$ cat config.mk
export PLATFORM = sky130hd
export DESIGN_NAME = soda_buyer
export DESIGN_NICKNAME = d
export VERILOG_FILES = /design/src/rtl/soda_buyer.sv
export SDC_FILE = /design/constraint.sdc
export NUM_CORES = 1
export LEC_CHECK = 0
export BUFFER_PORTS_ARGS = -buffer_cell sky130_fd_sc_hd__buf_2
export CAP_MARGIN = 10
export CORE_MARGIN = 8
export CORE_UTILIZATION = 57
export CTS_CLUSTER_DIAMETER = 30
export DETAILED_ROUTE_END_ITERATION = 10
export PLACE_DENSITY_LB_ADDON = 0.2
export SYNTH_ARGS = -nofsm -noshare
export SYNTH_HDL_FRONTEND = slang
export SYNTH_SLANG_ARGS = --single-unit
export TNS_END_PERCENT = 10
$ cat constraint.sdc
create_clock -name clk -period 3.8 [get_ports clk]
set_clock_uncertainty 0.05 [all_clocks]
set_input_delay 0 -clock clk [delete_from_list [all_inputs] [get_ports clk]]
set_output_delay 0 -clock clk [all_outputs]
set_load 0.03 [all_outputs]
$ cat src/rtl/soda_buyer.sv
// Customer-side coin driver for the vending machine interface.
// Picks a coin plan from the wallet, inserts it, and banks returned change.
module soda_buyer #(
    parameter int CNT_W       = 4,
    parameter int TIMEOUT_CYC = 8
) (
    input  logic             clk,
    input  logic             reset,
    input  logic             load,
    input  logic [CNT_W-1:0] load_ones,
    input  logic [CNT_W-1:0] load_twos,
    input  logic [CNT_W-1:0] load_fives,
    input  logic             buy,
    input  logic             soda,
    input  logic [1:0]       coin_out,
    output logic [1:0]       coin_in,
    output logic             busy,
    output logic             done,
    output logic             err,
    output logic             err_code,
    output logic [2:0]       change_total,
    output logic [CNT_W-1:0] ones,
    output logic [CNT_W-1:0] twos,
    output logic [CNT_W-1:0] fives
);

    localparam int TW = (TIMEOUT_CYC > 1) ? $clog2(TIMEOUT_CYC) : 1;
    localparam logic [CNT_W-1:0] CNT_MAX = {CNT_W{1'b1}};
    localparam logic [TW-1:0] CNT_LAST = TW'(TIMEOUT_CYC - 1);

    typedef enum logic [2:0] {
        S_IDLE,
        S_INS1,
        S_INS2,
        S_WAIT,
        S_DONE,
        S_ERR
    } state_t;

    state_t           state, state_n;
    logic [1:0]       coin_n;
    logic             pair, pair_n;
    logic [TW-1:0]    cnt, cnt_n;
    logic             code_n;
    logic [2:0]       chg_n;
    logic [CNT_W-1:0] ones_n, twos_n, fives_n;
    logic             dec1, dec2, dec5;
    logic             inc1, inc2;
    logic             take;

    // Decrement and saturating increment in one step; both together cancel.
    function automatic logic [CNT_W-1:0] bump(
        input logic [CNT_W-1:0] v,
        input logic             dec,
        input logic             inc
    );
        logic [CNT_W-1:0] r;
        r = v;
        if (dec && !inc) begin
            r = v - CNT_W'(1);
        end else if (inc && !dec && v != CNT_MAX) begin
            r = v + CNT_W'(1);
        end
        return r;
    endfunction

    always_comb begin
        state_n = state;
        coin_n  = 2'b00;
        pair_n  = pair;
        cnt_n   = cnt;
        code_n  = err_code;
        chg_n   = change_total;
        dec1    = 1'b0;
        dec2    = 1'b0;
        dec5    = 1'b0;
        inc1    = 1'b0;
        inc2    = 1'b0;
        take    = 1'b0;
        ones_n  = ones;
        twos_n  = twos;
        fives_n = fives;

        if (state inside {S_INS1, S_INS2, S_WAIT}) begin
            inc1 = (coin_out == 2'b01);
            inc2 = (coin_out == 2'b10);
        end

        unique case (state)
            S_IDLE: begin
                if (load) begin
                    take = 1'b1;
                end else if (buy) begin
                    if (twos != '0) begin
                        dec2    = 1'b1;
                        coin_n  = 2'b10;
                        pair_n  = 1'b0;
                        chg_n   = '0;
                        state_n = S_INS1;
                    end else if (ones >= CNT_W'(2)) begin
                        dec1    = 1'b1;
                        coin_n  = 2'b01;
                        pair_n  = 1'b1;
                        chg_n   = '0;
                        state_n = S_INS1;
                    end else if (fives != '0) begin
                        dec5    = 1'b1;
                        coin_n  = 2'b11;
                        pair_n  = 1'b0;
                        chg_n   = '0;
                        state_n = S_INS1;
                    end else begin
                        code_n  = 1'b0;
                        state_n = S_ERR;
                    end
                end
            end
            S_INS1: begin
                if (pair) begin
                    dec1    = 1'b1;
                    coin_n  = 2'b01;
                    state_n = S_INS2;
                end else begin
                    cnt_n   = '0;
                    state_n = S_WAIT;
                end
            end
            S_INS2: begin
                cnt_n   = '0;
                state_n = S_WAIT;
            end
            S_WAIT: begin
                if (soda) begin
                    state_n = S_DONE;
                end else if (cnt == CNT_LAST) begin
                    code_n  = 1'b1;
                    state_n = S_ERR;
                end else begin
                    cnt_n = cnt + TW'(1);
                end
            end
            S_DONE:  state_n = S_IDLE;
            S_ERR:   state_n = S_IDLE;
            default: state_n = S_IDLE;
        endcase

        // Change is worth 1 or 2 units; a 11 code from the machine is noise.
        chg_n = chg_n + {inc2, inc1};

        if (take) begin
            ones_n  = load_ones;
            twos_n  = load_twos;
            fives_n = load_fives;
        end else begin
            ones_n  = bump(ones, dec1, inc1);
            twos_n  = bump(twos, dec2, inc2);
            fives_n = bump(fives, dec5, 1'b0);
        end
    end

    always_ff @(posedge clk) begin
        if (reset) begin
            state        <= S_IDLE;
            coin_in      <= 2'b00;
            pair         <= 1'b0;
            cnt          <= '0;
            err_code     <= 1'b0;
            change_total <= '0;
            ones         <= '0;
            twos         <= '0;
            fives        <= '0;
        end else begin
            state        <= state_n;
            coin_in      <= coin_n;
            pair         <= pair_n;
            cnt          <= cnt_n;
            err_code     <= code_n;
            change_total <= chg_n;
            ones         <= ones_n;
            twos         <= twos_n;
            fives        <= fives_n;
        end
    end

    assign busy = (state != S_IDLE);
    assign done = (state == S_DONE);
    assign err  = (state == S_ERR);

endmodule

## Word level (Yosys, flattened, before mapping)

Cells that the tools add are included.

- Flip-flop bits (word level): 25
- Input bits: 19

- Add/subtract/negate cells: 7
- Order comparisons: 1
- Equal/unequal tests: 20
- Mux-type cells: 65
- Bitwise operators: 1
- Reductions and logical operators: 24

Operator list:

| kind | count |
|---|---|
| 2-to-1 mux 3 bit | 16 |
| 2-to-1 mux 4 bit | 8 |
| 2-to-1 mux 1 bit | 31 |
| inequality test 2 bit, second input constant | 8 |
| nonzero test 3 bit | 5 |
| one-hot mux 3 bit (4 select lines) | 1 |
| subtractor 4 x 1 -> 4 bit, second input constant | 3 |
| 2-to-1 mux 2 bit | 5 |
| equality test 3 bit, second input constant | 3 |
| one-hot mux 3 bit (3 select lines) | 1 |
| adder 4 x 1 -> 4 bit, second input constant | 2 |
| inequality test 4 bit, second input constant | 2 |
| AND reduction 4 bit | 2 |
| AND reduction 8 bit | 1 |
| nonzero test 4 bit | 2 |
| equality test 3 x 2 -> 1 bit, second input constant | 2 |
| logical AND 1 bit | 6 |
| greater-or-equal comparator 4 x 2 -> 1 bit, second input constant | 1 |
| zero test 1 bit | 4 |
| one-hot mux 1 bit (2 select lines) | 2 |
| one-hot mux 2 bit (2 select lines) | 1 |
| nonzero test 2 bit | 2 |
| adder 3 x 1 -> 3 bit, second input constant | 1 |
| adder 3 x 2 -> 3 bit | 1 |
| other kinds (8) | 8 |

## Depth between registers and ports, before layout

- Depth in word-level cells: 12
- Mapped depth: 11
- Mapped depth without buffers: 10

## Least setup slack after synthesis

OpenSTA, ideal clock, no wires.

- Kind: reg-to-reg
- From: reg twos[0]
- To: reg twos[3]
- Setup time: 116 ps
- Data arrival time: 2,396 ps
- Required time: 3,634 ps
- Setup slack: 1,239 ps
- Cell stages (with the launch flop): 10
- Period minus slack after synthesis: 2,561 ps
- Path through: dfxtp_1 > or4_4 > nand3_2 > inv_1 > ha_1 > a21o_2 > a21oi_1 > xor2_1 > or3_1 > and3_1

- Word-level cells in the longest chain between the ends: 9
- Elaborated cells between the ends (all ways): 16

RTL lines:

| item | line | text |
|---|---|---|
| start: declaration | 23 | `output logic [CNT_W-1:0] twos,` |
| start signal: assignment | 180 | `twos <= twos_n;` |
| nonzero test 4 bit | 94 | `if (twos != '0) begin` |
| 2-to-1 mux 1 bit | 94 |  |
| 2-to-1 mux 1 bit | 93 | `end else if (buy) begin` |
| 2-to-1 mux 1 bit | 91 | `if (load) begin` |
| 2-to-1 mux 1 bit | 89 | `unique case (state)` |
| zero test 1 bit | 61 | `end else if (inc && !dec && v != CNT_MAX) begin` |
| logical AND 1 bit (2 in a row) | 61 |  |
| nonzero test 3 bit (no source line) | n/a |  |

Parallel ways exist; a longest one is shown, timed or not. The select of a mux whose other input is x is not followed.
A chain may end at the register's enable or synchronous reset.

## Worst setup path after layout

- From: reg state[2]
- To: reg ones[3]

- Word-level cells in the longest chain between the ends: 7
- Elaborated cells between the ends (all ways): 16

RTL lines:

| item | line | text |
|---|---|---|
| start: declaration | 40 | `state_t state, state_n;` |
| start signal: assignment | 173 | `state <= state_n;` |
| equality test 3 x 1 -> 1 bit / equality test 3 x 2 -> 1 bit (equally long branches) | 84, 89 |  |
| nonzero test 3 bit (no source line) | n/a |  |
| 2-to-1 mux 1 bit | 84 | `if (state inside {S_INS1, S_INS2, S_WAIT}) begin` |
| zero test 1 bit | 59 | `if (dec && !inc) begin` |
| logical AND 1 bit | 59 |  |
| 2-to-1 mux 4 bit | 59 |  |
| 2-to-1 mux 4 bit | 150 | `if (take) begin` |
| end signal: assignment | 179 | `ones <= ones_n;` |
| end: declaration | 22 | `output logic [CNT_W-1:0] ones,` |

Parallel ways exist; a longest one is shown, timed or not.

==> results.sh <==
export IMPL_avgRoutedWirePerCell_um=15.6
export IMPL_post_place_cells=247
export IMPL_diodes=0
export IMPL_critPathKind="reg -> reg"
export IMPL_maxCapViolCount=0
export IMPL_clock_path_buffers=2
export IMPL_postCtsHoldBufs=12
export IMPL_yosysTopAreaCell="dfxtp_1"
export IMPL_drt_total_wl_um=4120
export IMPL_worstSkewPairLatency_ns=0.33
export IMPL_leakage_nw=0.870
export IMPL_hold_violations=0
export IMPL_placed_cell_area_um2=1780
export IMPL_num_io_pins=40
export IMPL_nets=263
export IMPL_critical_path_required_ns=4.01
export IMPL_drv_slew=0
export IMPL_cts_tree="built"
export IMPL_syn_area_um2=1580
export IMPL_crit_path_frequent_cell="a21o_1"
export IMPL_fin_area_um2=1930
export IMPL_place_ws_ns=1.16
export IMPL_synth_edf_count=0
export IMPL_power_density_nw_per_um2=472
export IMPL_arrival_ns=2.91
export IMPL_clkSinkCount=25
export IMPL_cts_inserted_buffers=3
export IMPL_core_um2=2690
export IMPL_h_tree_depth=1
export IMPL_hpwl_um=3030
export IMPL_synth_area_leaders="dfxtp_1, ha_1, nor2_1"
export IMPL_area_growth_pct=21.9
export IMPL_port_buffer_count=39
export IMPL_fp_dieH_um=68.6
export IMPL_worst_slack_ns=1.11
export IMPL_ant_nets=0
export IMPL_worst_pin_slew_ns=0.597
export IMPL_grt_max_degree=24
export IMPL_outcome="finished clean"
export IMPL_yosysWarnings=0
export IMPL_root_buffer="clkbuf_4"
export IMPL_ys_seq_area_frac=0.317
export IMPL_vias=1555
export IMPL_setup_viol=0
export IMPL_synth_cells=186
export IMPL_finalCritPeriodShare=0.708
export IMPL_synth_simple_gate_area_frac=0.287
export IMPL_final_min_clock_period_ns=2.69
export IMPL_synth_fa_ha_area_frac=0.101
export IMPL_path_max_fanout=15
export IMPL_cts_setup_buffers=0
export IMPL_drive_gt1_frac=0.216
export IMPL_antenna_found_initial=0
export IMPL_stdcell_count=263
export IMPL_vias_per_cell=5.91
export IMPL_hold_path_class="in -> reg"
export IMPL_path_cells="o21ba_2 -> and2_1 -> a21o_1 -> inv_1 -> ha_1 -> a21o_1 -> a21oi_1 -> xnor2_1 -> o221ai_1 -> a211oi_1"
export IMPL_tns_ns=0
export IMPL_start_util=0.588
export IMPL_cp_start_kind="register"
export IMPL_yosysTopAreaCellShare=0.317
export IMPL_synth_cell_type_count=50
export IMPL_cpMaxStageDelayCell="dfxtp_1"
export IMPL_track_usage=0.186
export IMPL_synthMuxAreaShare=0.0135
export IMPL_clkTransAtPathRegs_ns=0.15
export IMPL_relSlewSlack=0.601
export IMPL_timing_fmax_mhz=372
export IMPL_ys_ff_latch=25
export IMPL_async_reset_ff_frac=0
export IMPL_avgSynthCellArea_um2=8.49
export IMPL_die_area_um2=4710
export IMPL_drc_errors=0
export IMPL_grt_overflow_total=0
export IMPL_power_mw=0.910
export IMPL_die_w_um=68.6
export IMPL_worstSetupEndpointType="register"
export IMPL_ir_worst_vdd_uv=432
export IMPL_synth_xor_area_frac=0.0499
export IMPL_max_stage_delay_ns=0.67
export IMPL_ys_flop_type="dfxtp_1"
export IMPL_synth_nets=216
export IMPL_drtPass1Iterations=4
export IMPL_gp_congestion=0.834
export IMPL_synth_top_family_by_area="simple AND/OR/NAND/NOR gates"
export IMPL_drtIter0Drc=181
export IMPL_rows=19
export IMPL_grt_pass1_vias=1557
export IMPL_postCtsResizedCells=0
export IMPL_grt_pass1_wl_um=6890
export IMPL_synth_compound_area_frac=0.181
export IMPL_rsz0062_at_grt="false"
==> registers in the layout, indices dropped and copies added (netlist names) <==
name,cells
cnt,3
twos,4
fives,4
err_code,1
coin_in,2
change_total,3
pair,1
ones,4
state,3
==> where the power goes <==
part	internal, mW	switching (mW)	total (mW)	leakage [nW]
combinational	0.162	0.262	0.424	0.651
sequential	0.299	0.0601	0.359	0.205
clock	0.0404	0.0853	0.126	0.0139
total	0.502	0.407	0.910	0.870
==> cells in the final DEF, fill, tap and decap left out, types with 2 or more instances in the layout <==
master / netlist / final
or3_1: 2 / 2
nand2_1: 10 / 10
a21o_1: 2 / 2
nand4_1: 4 / 4
nor2b_1: 4 / 4
o21ai_0: 8 / 8
nor3b_1: 2 / 2
ha_1: 8 / 8
a211oi_1: 7 / 7
nor4_1: 4 / 4
buf_2: 3 / 39
inv_1: 11 / 11
and3_1: 2 / 2
xnor2_1: 4 / 4
dfxtp_1: 25 / 25
nor3_4: 2 / 2
xor2_1: 5 / 5
dlygate4sd3_1: 0 / 12
a311o_1: 2 / 2
nor2_1: 19 / 19
and2_1: 5 / 5
clkbuf_4: 0 / 3
nor3_1: 6 / 6
nand3_1: 5 / 5
fa_1: 3 / 3
and3b_1: 2 / 2
a21oi_1: 11 / 11
==> critical path: cells and delay by family, from the launching register on <==
family / cells / cell delay [ns]
simple gates: 1 / 0.20
buf+inv: 1 / 0.11
xor+xnor: 1 / 0.16
fa+ha+maj: 1 / 0.25
flops: 1 / 0.67
compound gates: 6 / 1.17
==> Yosys cell counts (3+ instances only) <==
library cell / instances
ha_1: 8
dfxtp_1: 25
xnor2_1: 4
nand2_1: 10
nand4_1: 4
o21ai_0: 8
nand3_1: 5
nor2_1: 19
clkbuf_1: 6
nor2b_1: 4
nor3_1: 6
and2_1: 5
nor4_1: 4
a211oi_1: 7
xor2_1: 5
inv_1: 11
a21oi_1: 11
fa_1: 3
buf_2: 3
==> area by class of cell <==
cell class	instances	area (µm²)
fillers	217	761
well taps	31	38.8
clock inverters	1	7.51
repair buffers	51	315
clock buffers	3	22.5
multi-input cells	141	1000
inverters	11	41.3
flip-flops and latches	25	500
==> final timing paths <==
path / start / end / slack [ns] / depth (start not counted)
worst min register to register: cnt[1]$_SDFFE_PP0P_ / cnt[1]$_SDFFE_PP0P_ / 0.44 / 2
worst max-delay path: state[2]$_SDFFE_PP0P_ / ones[3]$_SDFFE_PP0P_ / 1.11 / 10
worst min-delay path: load / coin_in[1]$_SDFF_PP0_ / 0.03 / 4
worst max register to register: state[2]$_SDFFE_PP0P_ / ones[3]$_SDFFE_PP0P_ / 1.11 / 10
==> stage by stage <==
stage | hold WS [ns] | utilization
floorplan | 0.0860 | -
global placement | 0.189 | 0.661
detailed placement | 0.192 | 0.661
CTS | 0.0100 | 0.717
global route | 0.0412 | 0.717
finish | 0.0319 | 0.717
==> cells by family after synthesis <==
logic type               count (synthesis)
AND/OR/NAND/NOR                         77
AO/OA/AOI/OAI                           42
flip-flops                              25
buffers and inverters                   20
adder cells (fa/ha/maj)                 11
XOR/XNOR                                 9
multiplexers                             2
==> routing by layer <==
metal | part of all wire | wire, µm | vias to the layer above | GRT usage
met5 | 0 | 0 | - | 0
met4 | 0.013 | 54 | 0 | 0.0614
li1 | - | - | 773 | -
met3 | 0.065 | 268 | 10 | 0.0468
met1 | 0.43 | 1780 | 721 | 0.210
met2 | 0.49 | 2010 | 51 | 0.333
No activity file was read; power rests on OpenSTA's default activity.
